File: src/rtl/scad_seq_pkg.sv
// Shared CROM constants for the SCAD datapath and its sequencer.
//   scad_fun_t  : SCAD ALU function select codes
//   scada_sel_t : SCADA mux select codes
//   CNT_W       : width of the step counter / small-number field
package scad_seq_pkg;

  typedef enum logic [2:0] {
    SCAD_APLUSA  = 3'b000,
    SCAD_AMINUS1 = 3'b110,
    SCAD_A       = 3'b111
  } scad_fun_t;

  typedef enum logic [2:0] {
    SCADA_SC   = 3'b000,
    SCADA_SNUM = 3'b001
  } scada_sel_t;

  localparam int unsigned CNT_W = 10;

endpackage

File: src/rtl/scad_stepcnt.sv
// Loadable, decrementing step counter for the SCAD sequencer.
//   clk, rst   : clock, asynchronous active-low reset
//   load, din  : load din into the counter (priority over dec)
//   dec        : decrement by one (10-bit wrap); dec=0 holds the value
//   cnt        : counter value, bit 0 is the sign (MSB)
//   sign, zero : cnt negative / cnt equal to zero
module scad_stepcnt
  import scad_seq_pkg::*;
(
  input  logic             clk,
  input  logic             rst,
  input  logic             load,
  input  logic             dec,
  input  logic [0:CNT_W-1] din,
  output logic [0:CNT_W-1] cnt,
  output logic             sign,
  output logic             zero
);

  always_ff @(posedge clk or negedge rst) begin
    if (!rst) begin
      cnt <= '0;
    end else if (load) begin
      cnt <= din;
    end else if (dec) begin
      cnt <= cnt - CNT_W'(1);
    end
  end

  assign sign = cnt[0];
  assign zero = (cnt == '0);

endmodule

File: src/rtl/scad_seq.sv
// SCAD step sequencer: loads a signed step count into SC, then runs
// count+1 decrement iterations through the SCAD ALU and pulses done.
//   clk, rst     : clock, asynchronous active-low reset
//   clken        : clock enable qualifying every state update
//   start, count : request a sequence with initial step count (bit 0 = sign)
//   hold, abort  : stall the STEP state / abandon the sequence without done
//   scadFun      : SCAD ALU function select
//   scadAsel     : SCADA mux select
//   snum         : small-number value (always the internal counter)
//   loadSC       : SC register load strobe
//   step, busy   : iteration strobe / sequence in progress
//   done         : one-cycle completion strobe
module scad_seq
  import scad_seq_pkg::*;
(
  input  logic             clk,
  input  logic             rst,
  input  logic             clken,
  input  logic             start,
  input  logic [0:CNT_W-1] count,
  input  logic             hold,
  input  logic             abort,
  output logic [0:2]       scadFun,
  output logic [0:2]       scadAsel,
  output logic [0:CNT_W-1] snum,
  output logic             loadSC,
  output logic             step,
  output logic             busy,
  output logic             done
);

  typedef enum logic [1:0] {
    S_IDLE,
    S_LOAD,
    S_STEP,
    S_DONE
  } state_t;

  state_t           state_q;
  state_t           state_d;
  logic             done_q;
  logic             cnt_load;
  logic             cnt_dec;
  logic [0:CNT_W-1] cnt;
  logic             cnt_sign;
  logic             cnt_zero;
  logic             step_act;

  scad_stepcnt u_stepcnt (
    .clk  (clk),
    .rst  (rst),
    .load (cnt_load),
    .dec  (cnt_dec),
    .din  (count),
    .cnt  (cnt),
    .sign (cnt_sign),
    .zero (cnt_zero)
  );

  // done is registered so it holds across clken=0 cycles and clears on reset.
  always_ff @(posedge clk or negedge rst) begin
    if (!rst) begin
      state_q <= S_IDLE;
      done_q  <= 1'b0;
    end else if (clken) begin
      state_q <= state_d;
      done_q  <= (state_d == S_DONE);
    end
  end

  always_comb begin
    state_d  = state_q;
    cnt_load = 1'b0;
    cnt_dec  = 1'b0;
    if (clken) begin
      unique case (state_q)
        S_IDLE: begin
          if (start) begin
            cnt_load = 1'b1;
            state_d  = S_LOAD;
          end
        end
        S_LOAD: begin
          if (abort)         state_d = S_IDLE;
          else if (cnt_sign) state_d = S_DONE;
          else               state_d = S_STEP;
        end
        S_STEP: begin
          if (abort) begin
            state_d = S_IDLE;
          end else if (!hold) begin
            cnt_dec = 1'b1;
            // Decrementing from zero wraps to all-ones: the last iteration.
            if (cnt_zero) state_d = S_DONE;
          end
        end
        S_DONE: state_d = S_IDLE;
        default: state_d = S_IDLE;
      endcase
    end
  end

  always_comb begin
    scadFun  = SCAD_A;
    scadAsel = SCADA_SC;
    loadSC   = 1'b0;
    step_act = 1'b0;
    busy     = 1'b0;
    unique case (state_q)
      S_LOAD: begin
        scadAsel = SCADA_SNUM;
        busy     = 1'b1;
        loadSC   = clken & ~abort;
      end
      S_STEP: begin
        scadFun  = SCAD_AMINUS1;
        busy     = 1'b1;
        step_act = clken & ~hold & ~abort;
        loadSC   = step_act;
      end
      default: ;
    endcase
  end

  assign step = step_act;
  assign snum = cnt;
  assign done = done_q;

endmodule

File: config.mk
export PLATFORM = sky130hd
export DESIGN_NAME = scad_seq
export DESIGN_NICKNAME = d
export VERILOG_FILES = /design/src/rtl/scad_seq_pkg.sv /design/src/rtl/scad_stepcnt.sv /design/src/rtl/scad_seq.sv
export SDC_FILE = /design/constraint.sdc
export NUM_CORES = 1
export LEC_CHECK = 0
export BUFFER_PORTS_ARGS = -buffer_cell sky130_fd_sc_hd__buf_4
export CORE_ASPECT_RATIO = 1.1
export CORE_UTILIZATION = 47
export DETAILED_ROUTE_END_ITERATION = 6
export PLACE_DENSITY_LB_ADDON = 0.1
export SYNTH_ARGS = -nofsm -noshare
export SYNTH_HDL_FRONTEND = slang
export SYNTH_SLANG_ARGS = --single-unit
File: constraint.sdc
create_clock -name clk -period 2.07 [get_ports clk]
set_input_delay 0.414 -clock clk [delete_from_list [all_inputs] [get_ports clk]]
set_output_delay 0.414 -clock clk [all_outputs]
set_load 0.005 [all_outputs]
Yosys cells after proc, flatten, opt, wreduce, memory -nomap -nowiden
Cells that the tools add are included.
- equal/unequal tests: 4
- add/subtract/negate cells: 1
- reductions and logical operators: 4
- multiplexer cells: 22
- bitwise logic cells: 5
- operators with widths (cell ; count):
    $mux 10 ; 2
    $mux 1 ; 12
    $mux 2 ; 6
    $logic_not 10->1 ; 1
    $sub 10x1->10 const B ; 1
    $pmux 2 s4 ; 1
    $eq 2x2->1 const B ; 3
    $and 1x1->1 ; 3
    $eq 2x1->1 const B ; 1
    $logic_not 2->1 ; 1
    $not 1->1 ; 2
    $pmux 1 s2 ; 1
    $reduce_bool 2->1 ; 1
    $reduce_or 2->1 ; 1
- input port bits: 16
- register bits after elaboration: 13

Longest topological paths before layout
Gate-level depths: netlist of the first run.
- depth after elaboration: 7
- gate-level depth with buffers: 7
- mapped depth without buffers: 6

By module
From an unflattened synthesis of the first run, not the netlist that was laid out.
- cells, all modules: 100
- area total of the unflattened synthesis: 880.8 um2
- modules (own cells, without submodules) (module ; area an instance (um2) ; times used ; cells an instance ; seq. area each (um2)):
    scad_stepcnt ; 574.3 ; 1 ; 63 ; 250.2
    scad_seq ; 306.5 ; 1 ; 37 ; 75.1

Least setup slack after synthesis of the first run
No wires, ideal clock.
- path kind: register -> output
- start point: register state_q[0]
- end point: output port loadSC
- data arrival time: 1.239 ns
- path slack: 0.417 ns
- required time: 1.656 ns
- buffers on the path: 1
- cell stages (with the launch flop): 7
- cell sequence: dfrtp_1 > inv_1 > ha_1 > and4bb_4 > buf_6 > a21oi_1 > nor2b_1
- cells in the longest elaborated chain, start to end: 2
- elaborated cells on any way between the ends: 3
- classes of those cells: eq/ne: 2; mux: 1
- RTL lines (element ; RTL line ; text):
    from (decl) ; scad_seq.sv:39 ; state_t state_q;
    from (signal assigned) ; scad_seq.sv:66 ; state_q <= state_d;
    $eq 2x2->1 / $eq 2x1->1 (equally long branches) ; scad_seq.sv:109 ; unique case (state_q)
    $pmux 1 s2 * ; scad_seq.sv:109 ;
    to (decl) ; scad_seq.sv:26 ; output logic loadSC,
Every way passes the cells marked *; elsewhere a longest branch is shown, timed or not.

Worst setup path in the final report of the first run
- start point: register state_q[1]
- end point: output port loadSC
The elaborated chain is that of the path after synthesis.

==> summary by stage, run 1 <==
Die
Once the floorplan was initialized, standard cells occupied 50.14% of the core. For this design the top-level I/O count stands at 36. The core region area is 0.001802 mm². The height of the die is 47.98 µm.

The number of core rows is 16. In this run the horizontal extent of the chip is 43.80 µm. The die covers 0.002102 mm².

Yosys
The instance count of the mapped netlist is 101. The flip-flop and latch count after synthesis is 13. The average size of a mapped cell is 8.944 µm². Sequential elements use 36.01% of the synthesized area. Yosys attributes the largest share of cell area to dfrtp_1 (36%), ha_1 (6.9%), xor2_1 (6.8%). The most used flip-flop cell after synthesis is dfrtp_1. dfrtp_1 takes more of the synthesized area than any other cell. In this run the cell area of the synthesized design comes to 903.4 µm².

The proportion of synthesized flip-flops having asynchronous set or reset is 100.0%. The proportion of netlist area held by the largest area contributor is 36.01%. The number of enable flip-flop cells after synthesis is 0.

The number of distinct library cells after synthesis is 35. Yosys printed 0 warnings.

STA
The worst setup slack after layout is 0.07639 ns. The number of slew-limit violations in the final report is 0. The number of endpoints with negative hold slack in the final report is 0. The post-route worst hold slack is 0.3267 ns.

The share of the clock period used by the worst path after layout is 96.31%. The shortest period the worst path allows is 1.994 ns. The count of endpoints failing setup in the final report is 0. The highest clock frequency the design can meet is 501.6 MHz. Adding up every negative setup slack in the final design gives 0 ns. The clock skew is 0.005197 ns.

Power and ir drop
The internal portion of the total power is 786.1 µW. Across the VDD grid, the largest voltage drop is 0.0006335 V. The analysis attributes to cell leakage a power of 0.5450 nW. Per report_power, the sequential group accounts for 38.3% of the total. The share of total power in the clock network is 11.8%. The design draws 1.337 mW. In this run the power density over the cells is 1136 mW/mm².

The analysis attributes to net switching a power of 550.5 µW. The switching share of total power is 41.19%. The share of total power dissipated in combinational logic is 49.8%.

Job
The reported max-cap violation count is 0.

Worst setup path
The source of the critical timing path is state_q[1]$_DFFE_PN0P_. The critical path goes through inv_1, ha_1, nor2b_2, a21oi_1, nor2b_1, buf_4. The worst setup path is launched from a register. The delay contributed by the slowest stage of the critical path is 0.41 ns. The critical path is of the reg2out type. The number of buffer and inverter instances along the worst setup path is 2. The worst register-to-register path begins at state_q[0]$_DFFE_PN0P_. At the worst endpoint, the required time is 1.66 ns. The slowest cell on the critical path is dfrtp_1. The gate family responsible for the most delay along the worst path is flip-flops. The highest fanout seen on the critical path is 4. The capturing element type of the critical path is an output port.

STA puts the critical path data arrival time at 1.58 ns.

Clock tree
The tree built by TritonCTS fans out to 13 sinks. The clock latency of the later-clocked register in the worst-skew pair is 0.28 ns. The clock transition at the registers of the reported paths is 0.08 ns. The clock tree from TritonCTS is done.

The number of levels in the clock H-tree is 1. The clock tree buffer depth is 2. The number of buffers created by CTS is 3. The tree is rooted in a clkbuf_4.

Layout
Summing all multi-input logic gate instances after layout gives 510.5 µm². The layout has 151 filler cells. For this run, the share of the core covered by cells in the final layout is 65.28%.

The count of non-filler cells in the finished layout is 153. The flip-flop and latch area is 325.3 µm². The layout overhead on the synthesized area is 30.19%. The number of antenna diodes in the final layout is 0. After the last flow step, the layout net total stands at 157. The post-route netlist has 32.59% of its cells at a drive strength greater than 1.

The cell area after layout is 0.001176 mm².

GRT
The initial antenna violation count is 0. The final global-route overflow total is 0. The pin count of the biggest net entering global routing is 15. The via count of the first global-routing pass is 666. For this run, the total global-route usage over all layers was measured as 18.30%. The first global-routing pass estimated 2753 µm of wire.

Route
The count of nets left with antenna violations after detail routing is 0. The total routed wirelength is 1916 µm. The residual DRC count is 4.

The detailed router finished its first iteration with 23 violations. The detailed-route vias per instance is 5.366. The routed wire length per instance is 12.52 µm. Across all layers, the routed design uses 821 vias. The first TritonRoute pass finished after 6 iterations.

Place
At the placement stage, the worst setup path has a slack of 0.2610 ns. In this run, placement finished with an instance count of 145. Input and output buffers added on the ports amount to 31. The cell area after placement is 0.001115 mm².

Routability-driven placement finished with a final weighted congestion of 0.8984. The detailed placer's ending HPWL is 1462 µm.

Worst hold path
The class of the tightest hold or removal check is in2reg. The launch instance of the worst min-delay path is count[0].

Status
The run finished, with violations left. The checks that failed: DRC.
==> worst paths after layout <==
kind                                           endpoint  slack (ns)  cells past startpoint
hold / removal             u_stepcnt.cnt[0]$_DFFE_PN0P_        0.33                      3
min in group asynchronous  u_stepcnt.cnt[0]$_DFFE_PN0P_        0.51                      2
hold reg to reg                        done$_DFFE_PN0P_        0.49                      2
max in group asynchronous              done$_DFFE_PN0P_        1.39                      2
setup reg to reg           u_stepcnt.cnt[0]$_DFFE_PN0P_        0.22                      8
setup / recovery                                 loadSC        0.08                      6
==> layer usage <==
metal  GRT usage [%]  wire length (µm)  vias to the layer above
met3           2.264                92                        5
met1           22.76               845                      381
met4           10.63                34                        0
met5               0                 0                        -
met2           31.04               944                       22
li1                -                 -                      413
==> worst min-delay path, delay by kind of cell <==
family	cells	cell delay [ns]
AND/OR/NAND/NOR	2	0.09
buffers and inverters	1	0.07
==> final cells by class <==
class / instances / share of cell area, %
Multi-Input combinational cell: 77 / 43.40
Sequential cell: 13 / 27.66
Inverter: 5 / 1.596
Clock buffer: 4 / 2.234
Tap cell: 18 / 1.915
Timing Repair Buffer: 36 / 23.19
==> flip-flops by register name, indices dropped and copies added, names as in the netlist <==
| signal | flops |
|---|---|
| u_stepcnt.cnt | 10 |
| state_q | 2 |
| done | 1 |
==> placed cells by master, fill, tap and decap left out, types with 4 or more instances in the layout <==
cell,instances
ha_1,5
nand2_1,12
buf_4,35
inv_1,5
dfrtp_1,13
nor2_1,7
o21ai_1,5
o21ai_0,5
conb_1,4
xor2_1,7
==> repair_timing <==
| action | in CTS | in global routing |
|---|---|---|
| setup endpoints to repair | 1 | 1 |
| buffers inserted | 3 | 0 |
| hold buffers | 1 | 0 |
| gates resized for setup | 0 | 1 |
| pin swaps | 1 | 0 |
| endpoints found under the hold margin | 13 | 0 |
==> power groups by stage <==
stage               combinational, mW  clock [mW]  sequential [mW]
CTS                             0.674       0.162            0.510
floorplan                       0.391           0            0.499
detailed placement              0.669           0            0.514
global placement                0.646           0            0.511
global route                    0.749       0.167            0.533
finish                          0.666       0.158            0.512
==> logic make-up (layout without fill, tap and decap cells) <==
kind of cell	after synthesis	in the layout	synth area share (%)
AOI/OAI and AO/OA	19	19	14.27
adders and majority gates	5	5	6.925
and+or+nand+nor	41	41	25.63
other	2	4	0.8313
buffers and inverters	13	45	8.588
xor gates and xnor gates	8	8	7.757
DFF	13	13	36.01
==> Yosys cell counts (3+ instances only) <==
cell	instances
inv_1	5
nand2_1	12
o21ai_1	5
o21ai_0	5
nor2_1	7
xor2_1	7
ha_1	5
a21oi_1	3
nor2b_1	3
nand4_1	3
buf_4	5
dfrtp_1	13
Note: power is estimated with default switching activity, not from simulation.
==> run 2: changes to the inputs <==
==> constraint.sdc (replaced) <==
create_clock -name clk -period 2.07 [get_ports clk]
set_input_delay 0 -clock clk [delete_from_list [all_inputs] [get_ports clk]]
set_output_delay 0 -clock clk [all_outputs]
set_load 0.005 [all_outputs]
==> summary by stage, run 2 (synthesis gave the netlist of run 1 again) <==
Route
The vias after detailed routing was 848 (+3.3%). The residual DRC count came to 4 (unchanged). The routed wire length per instance is 12.30 µm (-1.8%). The detailed-route vias per instance was 5.267 (-1.8%). The count of nets left with antenna violations after detail routing is 0 (unchanged). The first-iteration detailed-routing DRC count is 27 (+17%).

The detailed-routing iteration count for the pre-antenna-repair pass is 6 (unchanged). The total routed wirelength is 1980 µm (+3.3%).

Layout
The area occupied by multi-input gates is 508.0 µm² (-0.49%). In the layout the commonest cells are buf_4 (32), dfrtp_1 (13), nand2_1 (12), dlygate4sd3_1 (12). The count of non-filler cells in the finished layout is 161 (+5.2%). The number of flip-flops in the largest register is 10 (unchanged).

The net total in the final layout is 165 (+5.1%). The cell area after layout came to 0.001261 mm² (+7.2%). The flip-flop and latch area is 325.3 µm² (unchanged). The fill cell instance count of the final layout is 149 (-1.3%). The share of layout cells above drive strength 1 is 27.97% (-4.6 points). The leading cell type in the layout, fill and taps excluded is buf_4. The antenna diode count is 0 (unchanged).

The layout overhead on the synthesized area is 39.61%. Ranked by flip-flop count, first place goes to u_stepcnt.cnt.

Place
The cell area after placement is 0.001115 mm² (unchanged). The count of buffers inserted at the top-level ports was 31 (unchanged). The detailed placer's ending HPWL is 1402 µm (-4.1%). The final weighted congestion in routability-driven placement is 0.9132 (+1.6%). The count of placed standard cells including taps is 145 (unchanged). The worst setup slack after placement came to 0.3374 ns (+0.07641 ns).

GRT
The final global-route overflow total came to 0 (unchanged). The via count of the first global-routing pass is 729 (+9.5%). The pin count of the biggest net entering global routing is 21 (+6).

The initial antenna violation count is 0 (unchanged). The overall fraction of global-route tracks in use is 19.97% (+1.7 points). The first-pass GRT wire length was 3091 µm (+12%).

STA
The highest clock frequency the design can meet came to 565.7 MHz (+13%). The number of endpoints with negative hold slack in the final report is 0 (unchanged). The final sum of negative setup slack is 0 ns (unchanged). The worst setup slack after layout came to 0.3022 ns (+0.2258 ns). The count of endpoints failing setup in the final report was 0 (unchanged).

The clock skew is 0.002019 ns (-0.003178 ns). The number of slew-limit violations in the final report is 0 (unchanged). Setup repair after global routing left no endpoint under its margin. The share of the clock period used by the worst path after layout is 85.40% (-11 points). The shortest period the worst path allows is 1.768 ns (-0.2258 ns).

Worst setup path
The data required time of the critical path came to 2.28 ns (+0.62 ns). The highest fanout seen on the critical path came to 13 (+9). The capturing element type of the critical path is a register. STA classifies the critical path startpoint as a register.

The critical path data arrival time came to 1.98 ns (+0.40 ns). The critical path start-end classification is reg2reg.

Power and ir drop
The peak ir drop on the vdd network came to 0.0006600 V (+4.2%). The cell leakage power came to 0.5739 nW (+5.3%). The total power draw is 1.355 mW (+1.4%). The power per standard cell area was 1074 mW/mm² (-5.5%).

Die
The height of the die came to 47.98 µm (unchanged). The number of core rows is 16 (unchanged). The total I/O pin count is 36 (unchanged). The starting density of the core is 50.14% (unchanged). The horizontal die dimension is 43.80 µm (unchanged).

The die area is 0.002102 mm² (unchanged). The core region area is 0.001802 mm² (unchanged).

Status
The checks that failed: DRC. The flow ran to the end, but the final reports show violations.

Worst hold path
The class of the tightest hold or removal check is in2reg.

Clock tree
The number of levels in the clock H-tree is 1 (unchanged). The count of clock tree sinks is 13 (unchanged). The post-CTS repair timing setup buffer count was 0 (-3). TritonCTS built the clock tree. The number of buffers created by CTS came to 3 (unchanged). Clock tree synthesis selected as its root buffer the cell clkbuf_4. The clock tree buffer depth is 2 (unchanged). The post-CTS resize count is 0 (unchanged). The number of buffers inserted by hold repair at cts is 12 (+11). The clock latency of the later-clocked register in the worst-skew pair is 0.27 ns (about the same). The clock transition at the registers of the reported paths is 0.08 ns (about the same).

Job
The reported max-cap violation count is 0 (unchanged).
-- run 2: cell types whose count changed in the layout (fill, tap and decap cells not counted) --
cell,change
dlygate4sd3_1,+11
buf_4,-3
nor2b_1,+1
nor2b_2,-1
-- run 2: path summary, 6_finish.rpt --
kind,startpoint,to,slack (ns),depth (start not counted)
hold reg to reg,done$_DFFE_PN0P_,done$_DFFE_PN0P_,0.50,2
max in group asynchronous,rst,u_stepcnt.cnt[6]$_DFFE_PN0P_,1.80,2
setup / recovery,state_q[0]$_DFFE_PN0P_,u_stepcnt.cnt[0]$_DFFE_PN0P_,0.30,6
min in group asynchronous,rst,done$_DFFE_PN0P_,0.11,2
hold / removal,start,done$_DFFE_PN0P_,0.1,4
setup reg to reg,state_q[0]$_DFFE_PN0P_,u_stepcnt.cnt[0]$_DFFE_PN0P_,0.30,6
-- run 2: stage by stage --
stage / hold WS (ns) / utilization, %
2_1_floorplan: -0.2956 / -
3_3_place_gp: -0.1433 / 61.88
3_5_place_dp: -0.1431 / 61.88
4_1_cts: 0.09093 / 70.00
5_1_grt: 0.1161 / 70.00
6_report: 0.09629 / 70.00
-- run 2: worst max-delay path, stage by stage, from the launching register on --
cell and delay [ns]:
dfrtp_1 0.43, inv_1 0.11, ha_1 0.22, and4bb_4 0.38, nand3_2 0.08, or4_1 0.40, nand3_1 0.09
-- run 2: final cells by class --
| class | instances | area share, % |
|---|---|---|
| multi-input cells | 77 | 40.28 |
| repair buffers | 44 | 28.57 |
| flip-flops and latches | 13 | 25.79 |
| clock buffers | 4 | 2.083 |
| well taps | 18 | 1.786 |
| inverters | 5 | 1.488 |
-- run 2: power breakdown --
group          switching [mW]  total (mW)  internal, mW
Clock                  0.0805       0.155        0.0747
Sequential              0.151       0.513         0.363
Combinational           0.325       0.686         0.361
Total                   0.556        1.35         0.798
-- run 2: routing by layer --
| layer | share of wire, % | up-vias | global-route usage [%] |
|---|---|---|---|
| met2 | 48 | 25 | 34.63 |
| met4 | 0.45 | 0 | 8.750 |
| li1 | - | 424 | - |
| met3 | 5.2 | 2 | 3.019 |
| met1 | 46 | 397 | 24.94 |
| met5 | 0 | - | 0 |
==> run 3: changes to the inputs <==
--- a/config.mk
+++ b/config.mk
@@ -10,6 +10,7 @@
 export CORE_UTILIZATION = 47
 export DETAILED_ROUTE_END_ITERATION = 6
 export PLACE_DENSITY_LB_ADDON = 0.1
+export RECOVER_POWER = 100
 export SYNTH_ARGS = -nofsm -noshare
 export SYNTH_HDL_FRONTEND = slang
 export SYNTH_SLANG_ARGS = --single-unit
==> summary by stage, run 3 (synthesis gave the netlist of run 1 again) <==
Die
The die area is 0.002102 mm² (unchanged). The starting density of the core came to 50.14% (unchanged). The total I/O pin count is 36 (unchanged). The number of core rows is 16 (unchanged). The horizontal die dimension is 43.80 µm (unchanged). The height of the die came to 47.98 µm (unchanged). The core region area is 0.001802 mm² (unchanged).

Worst setup path
The type of origin of the critical path is a register. The depth of the most critical reg-to-reg path is 6 (unchanged). The startpoint of the most critical register-to-register path is state_q[0]$_DFFE_PN0P_. The flop-to-flop setup slack was 0.31 ns (about the same). In this run the worst setup path begins at state_q[0]$_DFFE_PN0P_. The highest fanout seen on the critical path is 13 (unchanged). The critical path data arrival time came to 1.98 ns (about the same). The critical path in this run is classified as reg2reg. The data required time of the critical path is 2.28 ns (about the same). The capturing element type of the critical path is a register. The endpoint of the most critical setup path is u_stepcnt.cnt[0]$_DFFE_PN0P_. The endpoint identified for the worst register-to-register timing path is u_stepcnt.cnt[0]$_DFFE_PN0P_.

Route
The residual DRC count came to 4 (unchanged). The count of nets left with antenna violations after detail routing is 0 (unchanged). The first-iteration detailed-routing DRC count came to 24 (-11%). The detailed-route vias per instance is 5.323 (+1.1%). The total routed wirelength is 1962 µm (-0.91%). The detailed-routing iteration count for the pre-antenna-repair pass was 6 (unchanged). The vias after detailed routing came to 857 (+1.1%). The routed wire length per instance is 12.19 µm (-0.91%).

Layout
In the layout the commonest cells are clkbuf_4 (17), buf_4 (15), dfrtp_1 (13). The antenna diode count is 0 (unchanged). The fill cell instance count of the final layout is 151 (+1.3%). The share of layout cells above drive strength 1 came to 25.17% (-2.8 points). The register with the highest flop count is u_stepcnt.cnt. The net total in the final layout is 165 (unchanged). Relative to the synthesized area, the layout overhead comes to 37.40%. Leaving out fill and tap cells, the most frequent cell in the layout is clkbuf_4. The number of flip-flops in the largest register is 10 (unchanged).

Power and ir drop
The internal power consumption came to 769.9 µW (-3.6%). The share of total power in the clock network was 12.0% (+0.5 points). The net load switching power is 535.6 µW (-3.7%). The power per standard cell area is 1052 mW/mm² (-2.1%). The combinational group share of total power came to 49.3% (-1.4 points). The switching share of total power is 41.03% (about the same). The total power draw is 1.305 mW (-3.6%).

The sequential share of power is 38.7% (+0.8 points). The peak ir drop on the vdd network is 0.0006454 V (-2.2%). The cell leakage power is 0.5568 nW (-3.0%).

GRT
The first-pass GRT wire length was 3091 µm (unchanged). The initial antenna violation count was 0 (unchanged). The overall fraction of global-route tracks in use is 19.97% (unchanged). The pin count of the biggest net entering global routing is 21 (unchanged). The final global-route overflow total is 0 (unchanged). The via count of the first global-routing pass was 729 (unchanged).

STA
The highest clock frequency the design can meet is 567.7 MHz (+0.36%). The shortest period the worst path allows came to 1.761 ns (-0.006383 ns). The clock skew is 0.0007998 ns (-0.001219 ns). The share of the clock period used by the worst path after layout came to 85.09% (-0.31 points). The transition at the pin with the smallest max-transition slack is 0.7264 ns.

The number of endpoints with negative hold slack in the final report is 0 (unchanged). The final sum of negative setup slack was 0 ns (unchanged). The worst setup slack after layout is 0.3086 ns (+0.006383 ns). The number of slew-limit violations in the final report is 0 (unchanged). The count of endpoints failing setup in the final report came to 0 (unchanged). Setup repair after global routing left no endpoint under its margin. The headroom to the max-slew limit is 51.57%.

Clock tree
The number of levels in the clock H-tree is 1 (unchanged). The clock transition at the registers of the reported paths came to 0.08 ns (about the same). The clock tree root buffer cell is clkbuf_4. The number of buffers created by CTS is 3 (unchanged). The clock tree from TritonCTS is done. The clock latency of the later-clocked register in the worst-skew pair is 0.27 ns (about the same). The count of clock tree sinks was 13 (unchanged).

The post-CTS resize count came to 0 (unchanged). The clock tree buffer depth came to 2 (unchanged).

Place
The count of buffers inserted at the top-level ports came to 31 (unchanged). The detailed placer's ending HPWL is 1402 µm (unchanged). The worst setup slack after placement is 0.3374 ns (unchanged).

The final weighted congestion in routability-driven placement is 0.9132 (unchanged).

Worst hold path
The min-delay analysis places its worst path in the category in2reg.

Job
The reported max-cap violation count is 0 (unchanged).

Status
The flow ran to the end, but the final reports show violations. The checks that failed: DRC.
run 3: cell types whose count changed in the layout (fill, tap and decap cells not counted), moves of 2 or more:
cell / change
o21ai_1: -5
clkbuf_1: +2
clkbuf_4: +14
buf_4: -17
o21ai_0: +5
run 3: metrics by stage:
stage | cell area (µm²) | utilization (%) | hold slack (ns) | cells
CTS | 1261 | 70.00 | 0.09093 | 161
finish | 1241 | 68.89 | 0.1470 | 161
detailed placement | 1115 | 61.88 | -0.1431 | 145
global placement | 1115 | 61.88 | -0.1433 | 145
global route | 1241 | 68.89 | 0.1614 | 161
floorplan | 910.9 | - | -0.2956 | 103
run 3: how the worst min path moves through the flow:
stage,to,slack [ns],start,depth (start not counted)
finish,done$_DFFE_PN0P_,0.15,start,4
CTS,done$_DFFE_PN0P_,0.09,start,4
floorplan,done$_DFFE_PN0P_,-0.30,rst,0
global placement,done$_DFFE_PN0P_,-0.14,rst,1
global route,done$_DFFE_PN0P_,0.16,start,4
detailed placement,done$_DFFE_PN0P_,-0.14,rst,1
run 3: critical path, cell delays in order (launching register included):
cell	delay, ns
dfrtp_1	0.41
inv_1	0.10
ha_1	0.22
and4bb_4	0.37
nand3_1	0.10
or4_1	0.40
nand3_1	0.09
run 3: what timing repair did:
item / CTS / global route
hold buffers: 12 / 0
buffers inserted: 0 / 0
hold endpoints to repair: 24 / 0
run 3: area by class of cell:
cell class	count	area, µm²	area share [%]
Inverter	5	18.77	1.512
Timing Repair Buffer	44	350.3	28.23
Tap cell	18	22.52	1.815
Multi-Input combinational cell	77	498.0	40.12
Sequential cell	13	325.3	26.21
Clock buffer	4	26.28	2.117
run 3: layer usage:
metal	vias up	GRT usage, %	wire (µm)
li1	425	-	-
met1	403	24.94	897
met2	27	34.63	971
met3	2	3.019	83
met4	0	8.750	9
met5	-	0	0
run 3: power groups by stage:
stage | Combinational [mW] | Clock, mW | Sequential (mW)
after floorplan | 0.391 | 0 | 0.499
after global placement | 0.647 | 0 | 0.510
after detailed placement | 0.667 | 0 | 0.515
after CTS | 0.688 | 0.161 | 0.511
after global routing | 0.731 | 0.170 | 0.531
final | 0.643 | 0.157 | 0.505
